===== config.mk =====
export PLATFORM = sky130hd
export DESIGN_NAME = tqvp_video_capture
export DESIGN_NICKNAME = d
export VERILOG_FILES = /design/src/rtl/tqvp_video_capture.sv
export SDC_FILE = /design/constraint.sdc
export NUM_CORES = 1
export LEC_CHECK = 0
export CAP_MARGIN = 20
export CORE_MARGIN = 2
export CORE_UTILIZATION = 50
export DETAILED_ROUTE_END_ITERATION = 12
export GPL_TIMING_DRIVEN = 0
export PLACE_DENSITY = 0.77
export SLEW_MARGIN = 20
export SYNTH_ARGS = -nofsm -noshare
export SYNTH_HDL_FRONTEND = slang
export SYNTH_SLANG_ARGS = --single-unit

===== constraint.sdc =====
create_clock -name clk -period 5.7 [get_ports clk]
set_input_delay 1.14 -clock clk [delete_from_list [all_inputs] [get_ports clk]]
set_output_delay 1.14 -clock clk [all_outputs]
set_load 0.02 [all_outputs]

===== src/rtl/tqvp_video_capture.sv =====
// rtl/tqvp_video_capture.sv - sync-locked video timing measurement and single-pixel capture peripheral
module tqvp_video_capture (
  input  logic        clk,
  input  logic        rst_n,
  input  logic [7:0]  ui_in,
  output logic [7:0]  uo_out,
  input  logic [5:0]  address,
  input  logic [31:0] data_in,
  input  logic [1:0]  data_write_n,
  input  logic [1:0]  data_read_n,
  output logic [31:0] data_out,
  output logic        data_ready,
  output logic        user_interrupt
);

  typedef enum logic [1:0] {
    ST_OFF    = 2'd0,
    ST_SEARCH = 2'd1,
    ST_LOCKED = 2'd2
  } state_t;

  localparam logic [10:0] XY_MAX = 11'h7FF;

  state_t      state_q, state_d;
  logic [3:0]  ctrl;
  logic        capture_done, lock_lost;
  logic [10:0] target_x, target_y;
  logic [10:0] pos_x, pos_y, line_period, frame_lines;
  logic [15:0] frame_count;
  logic [5:0]  capture;
  logic [1:0]  sync_q, sync_prev, sync_norm, sync_edge;
  logic        enable, polarity, capture_arm, irq_en;
  logic        wr_any, ctrl_wr, status_wr, target_wr;
  logic        vs_edge, hs_edge, trigger, lost_evt;
  logic [10:0] x_inc, y_inc;
  logic        unused_inputs;

  assign enable      = ctrl[0];
  assign polarity    = ctrl[1];
  assign capture_arm = ctrl[2];
  assign irq_en      = ctrl[3];

  assign wr_any    = (data_write_n != 2'b11);
  assign ctrl_wr   = wr_any && (address == 6'h00);
  assign status_wr = wr_any && (address == 6'h04);
  assign target_wr = (data_write_n == 2'b10) && (address == 6'h08);

  // Syncs are compared in "active = 1" form so edge detection is polarity-agnostic.
  assign sync_norm = polarity ? sync_q : ~sync_q;
  assign sync_edge = sync_norm & ~sync_prev;
  assign vs_edge   = sync_edge[1];
  assign hs_edge   = sync_edge[0];

  assign x_inc = (pos_x == XY_MAX) ? pos_x : pos_x + 11'd1;
  assign y_inc = (pos_y == XY_MAX) ? pos_y : pos_y + 11'd1;

  assign trigger = (state_q == ST_LOCKED) && capture_arm &&
                   (pos_x == target_x) && (pos_y == target_y);

  always_comb begin
    state_d  = state_q;
    lost_evt = 1'b0;
    case (state_q)
      ST_OFF:    if (enable) state_d = ST_SEARCH;
      ST_SEARCH: if (vs_edge) state_d = ST_LOCKED;
      ST_LOCKED: begin
        if (!hs_edge && (x_inc == XY_MAX)) begin
          state_d  = ST_SEARCH;
          lost_evt = 1'b1;
        end
      end
      default:   state_d = ST_OFF;
    endcase
    if (!enable) begin
      state_d  = ST_OFF;
      lost_evt = 1'b0;
    end
  end

  always_ff @(posedge clk or negedge rst_n) begin
    if (!rst_n) state_q <= ST_OFF;
    else        state_q <= state_d;
  end

  always_ff @(posedge clk or negedge rst_n) begin
    if (!rst_n) begin
      ctrl         <= 4'd0;
      capture_done <= 1'b0;
      lock_lost    <= 1'b0;
      target_x     <= 11'd0;
      target_y     <= 11'd0;
      pos_x        <= 11'd0;
      pos_y        <= 11'd0;
      line_period  <= 11'd0;
      frame_lines  <= 11'd0;
      frame_count  <= 16'd0;
      capture      <= 6'd0;
      sync_q       <= 2'd0;
      sync_prev    <= 2'd0;
    end else begin
      sync_q    <= ui_in[7:6];
      sync_prev <= sync_norm;

      case (state_q)
        ST_LOCKED: begin
          pos_x <= hs_edge ? 11'd0 : x_inc;
          if (hs_edge) line_period <= pos_x + 11'd1;
          // vsync owns y when both edges land together; hsync still owns x.
          if (vs_edge) begin
            pos_y       <= 11'd0;
            frame_lines <= pos_y;
            frame_count <= frame_count + 16'd1;
          end else if (hs_edge) begin
            pos_y <= y_inc;
          end
        end
        ST_SEARCH: begin
          if (vs_edge) begin
            pos_x <= 11'd0;
            pos_y <= 11'd0;
          end
        end
        default: begin
          pos_x <= 11'd0;
          pos_y <= 11'd0;
        end
      endcase

      if (trigger) capture <= ui_in[5:0];
      capture_done <= trigger  | (capture_done & ~(status_wr & data_in[1]));
      lock_lost    <= lost_evt | (lock_lost    & ~(status_wr & data_in[2]));

      if ((state_q != ST_OFF) && !enable) ctrl[2] <= 1'b0;
      if (ctrl_wr) ctrl <= data_in[3:0];
      if (trigger) ctrl[2] <= 1'b0;

      if (target_wr) begin
        target_x <= data_in[10:0];
        target_y <= data_in[26:16];
      end
    end
  end

  always_comb begin
    data_out = 32'd0;
    case (address)
      6'h00:   data_out = {28'd0, ctrl};
      6'h04:   data_out = {29'd0, lock_lost, capture_done, (state_q == ST_LOCKED)};
      6'h08:   data_out = {5'd0, target_y, 5'd0, target_x};
      6'h0C:   data_out = {26'd0, capture};
      6'h10:   data_out = {21'd0, line_period};
      6'h14:   data_out = {21'd0, frame_lines};
      6'h18:   data_out = {16'd0, frame_count};
      6'h1C:   data_out = {5'd0, pos_y, 5'd0, pos_x};
      default: data_out = 32'd0;
    endcase
  end

  assign uo_out         = {2'b00, capture};
  assign data_ready     = 1'b1;
  assign user_interrupt = irq_en & (capture_done | lock_lost);

  assign unused_inputs = &{1'b0, data_read_n, data_in[31:27], data_in[15:11]};

endmodule


==> metrics.md, run 1 <==
| Metric | Value |
|---|---|
| Run status | `complete, no violations` |
| Hold_buf cts | `0` |
| TritonCTS clock tree | `built` |
| Async S/R FF share, synth | `between 90% and 100%` |
| Hold Fails Final Rpt | `0` |
| Post-synth EDFFs | `0` |
| Slew Viols, Final | `0` |
| Critical Path Sink Type | `output pin` |
| Total Power | `1.50 mW` |
| Top cell type's share of synthesized area | `just under 50%` |
| Cell area after synthesis | `5200 um2` |
| CTS resizes | `0` |
| Setup TNS | `0 ns` |
| R2r startpoint | `pos_y[2]` |
| Hold path cells | `1` |
| Worst Path Required | `about 4.6 ns` |
| Register Area | `around 2500 um2` |
| Power Density | `approximately 230 nW/um2` |
| Placement Setup Slack | `about 0.49 ns` |
| Placed insts | `~700` |
| CORE AREA | `around 10000 um2` |
| Avg WL per Cell | `about 19 um` |
| Hold EP | `frame_count[15]` |
| Row cnt | `37` |
| VDD IR max | `154 uV` |
| RR Endpoint | `capture[5]` |
| Max Root-Sink Buffers | `2` |
| Tot GR Track Use | `about 26%` |
| Maximum number of pins on one net before global-route repair | `56` |
| Worst hold path type | `reg -> reg` |
| Area growth from synthesis to layout | `22.7%` |
| Multi-input combinational cell area | `between 2000 and 3000 um2` |
| Fin util | `just over 60%` |
| Initial Utilization | `roughly 50%` |
| Die width | `between 100 and 150 um` |
| Reg2reg setup slack | `about 3 ns` |
| Yosys warnings | `0` |
| Hold_ws | `approximately 0.47 ns` |
| Clk_lat worst skew | `between 0.3 and 0.4 ns` |
| TritonCTS buffer count | `9` |
| Worst-path clk slew | `approximately 0.1 ns` |
| Synth Area per Inst | `~11 um2` |
| Synth cell types | `between 40 and 50` |
| # setup viols final | `0` |
| Clock period minus worst slack | `around 5.3 ns` |
| Antenna violations before repair | `0` |
| 1st-iter DRT viols | `320` |
| CP Class | `in -> out` |
| Sequential area share after synthesis | `between 40% and 50%` |
| Hold Crit Start | `frame_count[15]` |
| Vias in the first global route | `4160` |
| Share of cells above drive strength 1 | `between 10% and 20%` |
| Fin crit share | `92.9%` |
| Final Instance Area | `around 6400 um2` |
| H-tree Lvls | `3` |
| Synthesized flop and latch total | `100` |
| Most used DFF post-synth | `dfrtp_1` |
| DRC viols | `0` |
| Drt pass-1 iters | `5` |
| Nets | `~630` |
| Die Y-Extent | `roughly 110 um` |
| I/O pins | `94` |
| Die area | `approximately 11000 um2` |
| Final WL | `13.7 mm` |
| Setup crit start kind | `input port` |
| First-pass GRT wire length | `22.3 mm` |
| ANT nets after route | `0` |
| Routability cong. | `~0.9` |
| Clock tree root driver cell | `clkbuf_8` |
| RSZ-0062 raised after global routing | `no` |
| Max Cap Violations | `0` |
| Clock sinks | `100` |
| CP Max Fanout | `10` |
| Leak Pwr | `roughly 2.9 nW` |
| Arr. time, crit path | `4.15 ns` |
| Vias per cell | `5.82` |
| Total global routing overflow | `0` |
| Worst-case clock skew | `~0.020 ns` |
| Number of port buffers | `73` |
| Total number of vias | `between 4000 and 5000` |
| Post-CTS Repair Setup Buffers | `0` |
| Dpl cell area | `6150 um2` |
| Setup ws final | `0.407 ns` |
| Dpl hpwl | `roughly 10 mm` |
| Post-Synthesis Cells | `about 500` |
| Slew margin rel. | `between 20% and 30%` |
| Post-Layout Cell Count | `~720` |
| Synth area leader | `dfrtp_1` |
| Fmax | `~0.19 GHz` |
| # fillers | `840` |
| Diodes inserted | `0` |
| Least-Margin Pin Slew | `~1.1 ns` |
| Worst Reg-to-Reg Cells | `6` |
| Area contributors post-synth | `dfrtp_1 48%, mux2_2 10%, xnor2_1 5.4%` |
[state kept, by name, summed over array words and instances, names as in the netlist]
register      count
sync_q            2
capture           6
sync_prev         2
ctrl              4
frame_count      16
capture_done      1
line_period      11
frame_lines      11
target_y         11
pos_y            11
pos_x            11
lock_lost         1
target_x         11
state_q           2
[routing by layer]
layer,track usage (%),vias up,wire length (um)
met5,0,-,0
met4,10.6,0,411
met3,2.70,28,477
met2,40.7,147,6470
met1,36.4,2093,6320
li1,-,1920,-
[logic make-up after synthesis]
logic type | count (synthesis) | synth area share, %
AO/OA/AOI/OAI | 93 | 12.8
XOR/XNOR | 56 | 9.43
adder cells (fa/ha/maj) | 4 | 0.915
buffers and inverters | 43 | 4.07
flip-flops | 100 | 48.1
multiplexers | 47 | 10.2
other | 2 | 0.144
AND/OR/NAND/NOR | 142 | 14.3
[power by group]
group          internal (mW)  switching [mW]
Combinational         0.0864           0.105
Clock                  0.254           0.270
Sequential             0.748          0.0350
[placed cells by master (no fill, tap or decap), types with 9 or more instances in the layout]
cell             count
and3_1              11
xor2_1              24
a22oi_1             28
a21oi_1             17
clkdlybuf4s50_1     72
nor2_1              35
xnor2_1             32
nand2_1             28
buf_2               10
clkbuf_8             9
nand3_1             15
a22o_1              11
nand4_1             19
dfrtp_1            100
mux2_2              46
buf_4               10
clkbuf_1            13
[cell type report]
type	instances	area share, %
multi-input cells	350	39.3
flip-flops and latches	100	39.2
repair buffers	74	11.9
plain buffers	35	2.84
well taps	136	2.67
clock buffers	9	1.94
clock inverters	7	1.65
inverters	8	0.471
[synthesized netlist by cell type (all sizes together), types with 3 or more instances]
master and number:
dfrtp 100, mux2 46, nor2 35, xnor2 32, a22oi 28, nand2 28, xor2 24, buf 22
nand4 19, a21oi 17, nand3 15, clkbuf 13, a22o 11, and3 11, o21ai 10, inv 8
a21o 7, and2 7, nand2b 6, nor3 6, a222oi 5, nor2b 4, or4 4, ha 3
o2111ai 3
[critical path, cell delays in order]
cell,delay (ns)
clkdlybuf4s50_1,0.45
nor3_1,0.30
nand2_1,0.12
nor3_1,0.63
clkbuf_1,0.55
a22oi_1,0.18
nand3_1,0.16
clkdlybuf4s50_1,0.62
[worst max path at each step]
stage                    start  slack, ns           to
global route        address[2]       0.37  data_out[5]
detailed placement  address[2]       0.49  data_out[4]
floorplan           address[2]       2.18  data_out[2]
global placement         rst_n      -0.26   state_q[1]
CTS                 address[2]       0.49  data_out[4]
finish              address[2]       0.41  data_out[4]
Note: power is estimated with default switching activity, not from simulation.
==> run 2, diff against run 1 <==
- CORE_UTILIZATION: 50 -> 57
- PLACE_DENSITY: 0.77 -> 0.86
==> metrics.md, run 2 (synthesized netlist as in run 1, its figures left out) <==
| Metric | Value |
|---|---|
| Die Y-Extent | `99.5 um (was 106 um)` |
| Clock tree root driver cell | `clkbuf_8 (unchanged)` |
| Run status | `complete, no violations (unchanged)` |
| CORE AREA | `8760 um2 (was 10200 um2)` |
| Worst Reg-to-Reg Cells | `6 (unchanged)` |
| Max Cap Violations | `0 (unchanged)` |
| Clock period minus worst slack | `5.22 ns (was 5.29 ns)` |
| Reg2reg setup slack | `3.11 ns (was 3.03 ns)` |
| Final Instance Area | `6310 um2 (was 6380 um2)` |
| CP top delay family | `buffers and inverters (unchanged)` |
| H-tree Lvls | `3 (unchanged)` |
| CTS resizes | `0 (unchanged)` |
| Hold_buf cts | `0 (unchanged)` |
| Row cnt | `34 (was 37)` |
| VDD IR max | `153 uV (was 154 uV)` |
| TritonCTS clock tree | `built (unchanged)` |
| Vias in the first global route | `4427 (was 4160)` |
| Total Power | `1.43 mW (was 1.50 mW)` |
| Hold Crit Start | `frame_count[15] (unchanged)` |
| Share of cells above drive strength 1 | `15.1% (was 15.3%)` |
| Fmax | `0.192 GHz (was 0.189 GHz)` |
| RR Endpoint | `capture[5] (unchanged)` |
| Slowest CP cell | `clkdlybuf4s50_1 (was nor3_1)` |
| Drt pass-1 iters | `7 (was 5)` |
| Hold_ws | `0.483 ns (was 0.467 ns)` |
| Die width | `99.5 um (was 106 um)` |
| Worst-case clock skew | `0.00977 ns (was 0.0201 ns)` |
| Slew margin rel. | `36.6% (was 27.9%)` |
| TritonCTS buffer count | `9 (unchanged)` |
| Commonest cells after routing, fill and taps aside | `100 x dfrtp_1, 72 x clkdlybuf4s50_1, 46 x mux2_2, 35 x nor2_1, 32 x xnor2_1 (unchanged)` |
| Worst hold path type | `reg -> reg (unchanged)` |
| Slew Viols, Final | `0 (unchanged)` |
| I/O pins | `94 (unchanged)` |
| RSZ-0062 raised after global routing | `no (unchanged)` |
| Power Density | `227 nW/um2 (was 235 nW/um2)` |
| Crit-path max cell delay | `0.62 ns (was 0.63 ns)` |
| DRC viols | `0 (unchanged)` |
| Total global routing overflow | `0 (unchanged)` |
| Die area | `9900 um2 (was 11200 um2)` |
| ANT nets after route | `0 (unchanged)` |
| Setup crit start kind | `input port (unchanged)` |
| 1st-iter DRT viols | `364 (was 320)` |
| Worst path bufs/invs | `3 (unchanged)` |
| Total number of vias | `4297 (was 4188)` |
| Clock sinks | `100 (unchanged)` |
| Critical Path Sink Type | `output pin (unchanged)` |
| Diodes inserted | `0 (unchanged)` |
| Max Root-Sink Buffers | `2 (unchanged)` |
| CP Max Fanout | `10 (unchanged)` |
| Hold path cells | `1 (unchanged)` |
| Initial Utilization | `59.3% (was 50.8%)` |
| Hold Fails Final Rpt | `0 (unchanged)` |
| Tot GR Track Use | `29.2% (was 25.7%)` |
| Post-Layout Cell Count | `691 (was 719)` |
| Antenna violations before repair | `0 (unchanged)` |
| Post-CTS Repair Setup Buffers | `0 (unchanged)` |
| Maximum number of pins on one net before global-route repair | `79 (was 56)` |
| Final WL | `13.8 mm (was 13.7 mm)` |
| Clk_lat worst skew | `0.37 ns (was 0.38 ns)` |
| Worst Path Required | `4.56 ns (about the same)` |
| Leak Pwr | `2.87 nW (was 2.89 nW)` |
| Reg with most FFs | `frame_count (unchanged)` |
| Max FFs per register | `16 (unchanged)` |
| Number of port buffers | `73 (unchanged)` |
| Fin crit share | `91.6% (was 92.9%)` |
| R2r startpoint | `state_q[0] (was pos_y[2])` |
| Vias per cell | `6.22 (was 5.82)` |
| Dpl hpwl | `10.1 mm (about the same)` |
| First-pass GRT wire length | `22.4 mm (was 22.3 mm)` |
| Area growth from synthesis to layout | `21.3% (was 22.7%)` |
| Nets | `633 (unchanged)` |
| # setup viols final | `0 (unchanged)` |
| Cells along the critical path | `clkdlybuf4s50_1 -> nor3_1 -> nand2_1 -> nor3_1 -> clkbuf_1 -> a22oi_1 -> nand3_1 -> clkdlybuf4s50_1 (unchanged)` |
| Worst-path clk slew | `0.09 ns (was 0.10 ns)` |
| Dpl cell area | `6120 um2 (was 6150 um2)` |
| Placed insts | `675 (was 703)` |
| CP Class | `in -> out (unchanged)` |
| Avg WL per Cell | `20.0 um (was 19.0 um)` |
| Routability cong. | `0.957 (was 0.895)` |
| Commonest non-fill, non-tap cell in the layout | `dfrtp_1 (unchanged)` |
| Hold EP | `frame_count[15] (unchanged)` |
| Least-Margin Pin Slew | `0.948 ns (was 1.07 ns)` |
| Arr. time, crit path | `4.08 ns (was 4.15 ns)` |
## run 2: changes by cell type in the layout (fill, tap and decap cells not counted), sizes merged
cell	previous run	this run
clkbuf	22	23
clkinvlp	1	2
inv	11	9
clkinv	1	2
bufinv	2	1
## run 2: through the flow
step           setup slack [ns]  utilization (%)  setup TNS, ns
5_1_grt                   0.369             72.0              0
3_5_place_dp              0.594             69.8              0
3_3_place_gp            -0.0780             69.5          -6.98
4_1_cts                   0.558             72.0              0
2_1_floorplan              2.18                -              0
6_report                  0.481             72.0              0
## run 2: power breakdown
part / switching, mW / internal (mW) / leakage, nW / total, mW
Sequential: 0.0375 / 0.748 / 1.37 / 0.785
Clock: 0.250 / 0.203 / 0.0927 / 0.454
Combinational: 0.106 / 0.0864 / 1.41 / 0.193
Total: 0.394 / 1.04 / 2.87 / 1.43
## run 2: final cells by class
type	count	area [um2]
buffer	35	181
sequential	100	2500
multi-input combinational	350	2510
tap	108	135
inverter	8	30.0
clock buffer	10	128
fill	653	2460
clock inverter	6	63.8
timing repair buffer	74	759
## run 2: how the worst max path moves through the flow
| stage | from | end | depth (start not counted) |
|---|---|---|---|
| after floorplan | address[2] | data_out[2] | 6 |
| after global placement | rst_n | capture[3] | 1 |
| after detailed placement | address[2] | data_out[4] | 8 |
| after CTS | address[2] | data_out[4] | 8 |
| after global routing | address[2] | data_out[6] | 8 |
| final | address[2] | data_out[4] | 8 |
## run 2: worst reg2reg max path, delay by kind of cell (launching register included)
| kind | cells | cell delay (ns) |
|---|---|---|
| multiplexers | 1 | 0.41 |
| AND/OR/NAND/NOR | 4 | 1.46 |
| buffers and inverters | 1 | 0.17 |
| flip-flops | 1 | 0.44 |
## run 2: routing by layer
metal / track usage (%) / up-vias / part of all wire [%] / routed length, um
met4: 12.8 / 0 / 3.7 / 514
met1: 38.9 / 2105 / 40 / 5550
met5: 0 / - / 0 / 0
met2: 46.8 / 227 / 48 / 6630
met3: 5.97 / 52 / 8.0 / 1100
li1: - / 1913 / - / -
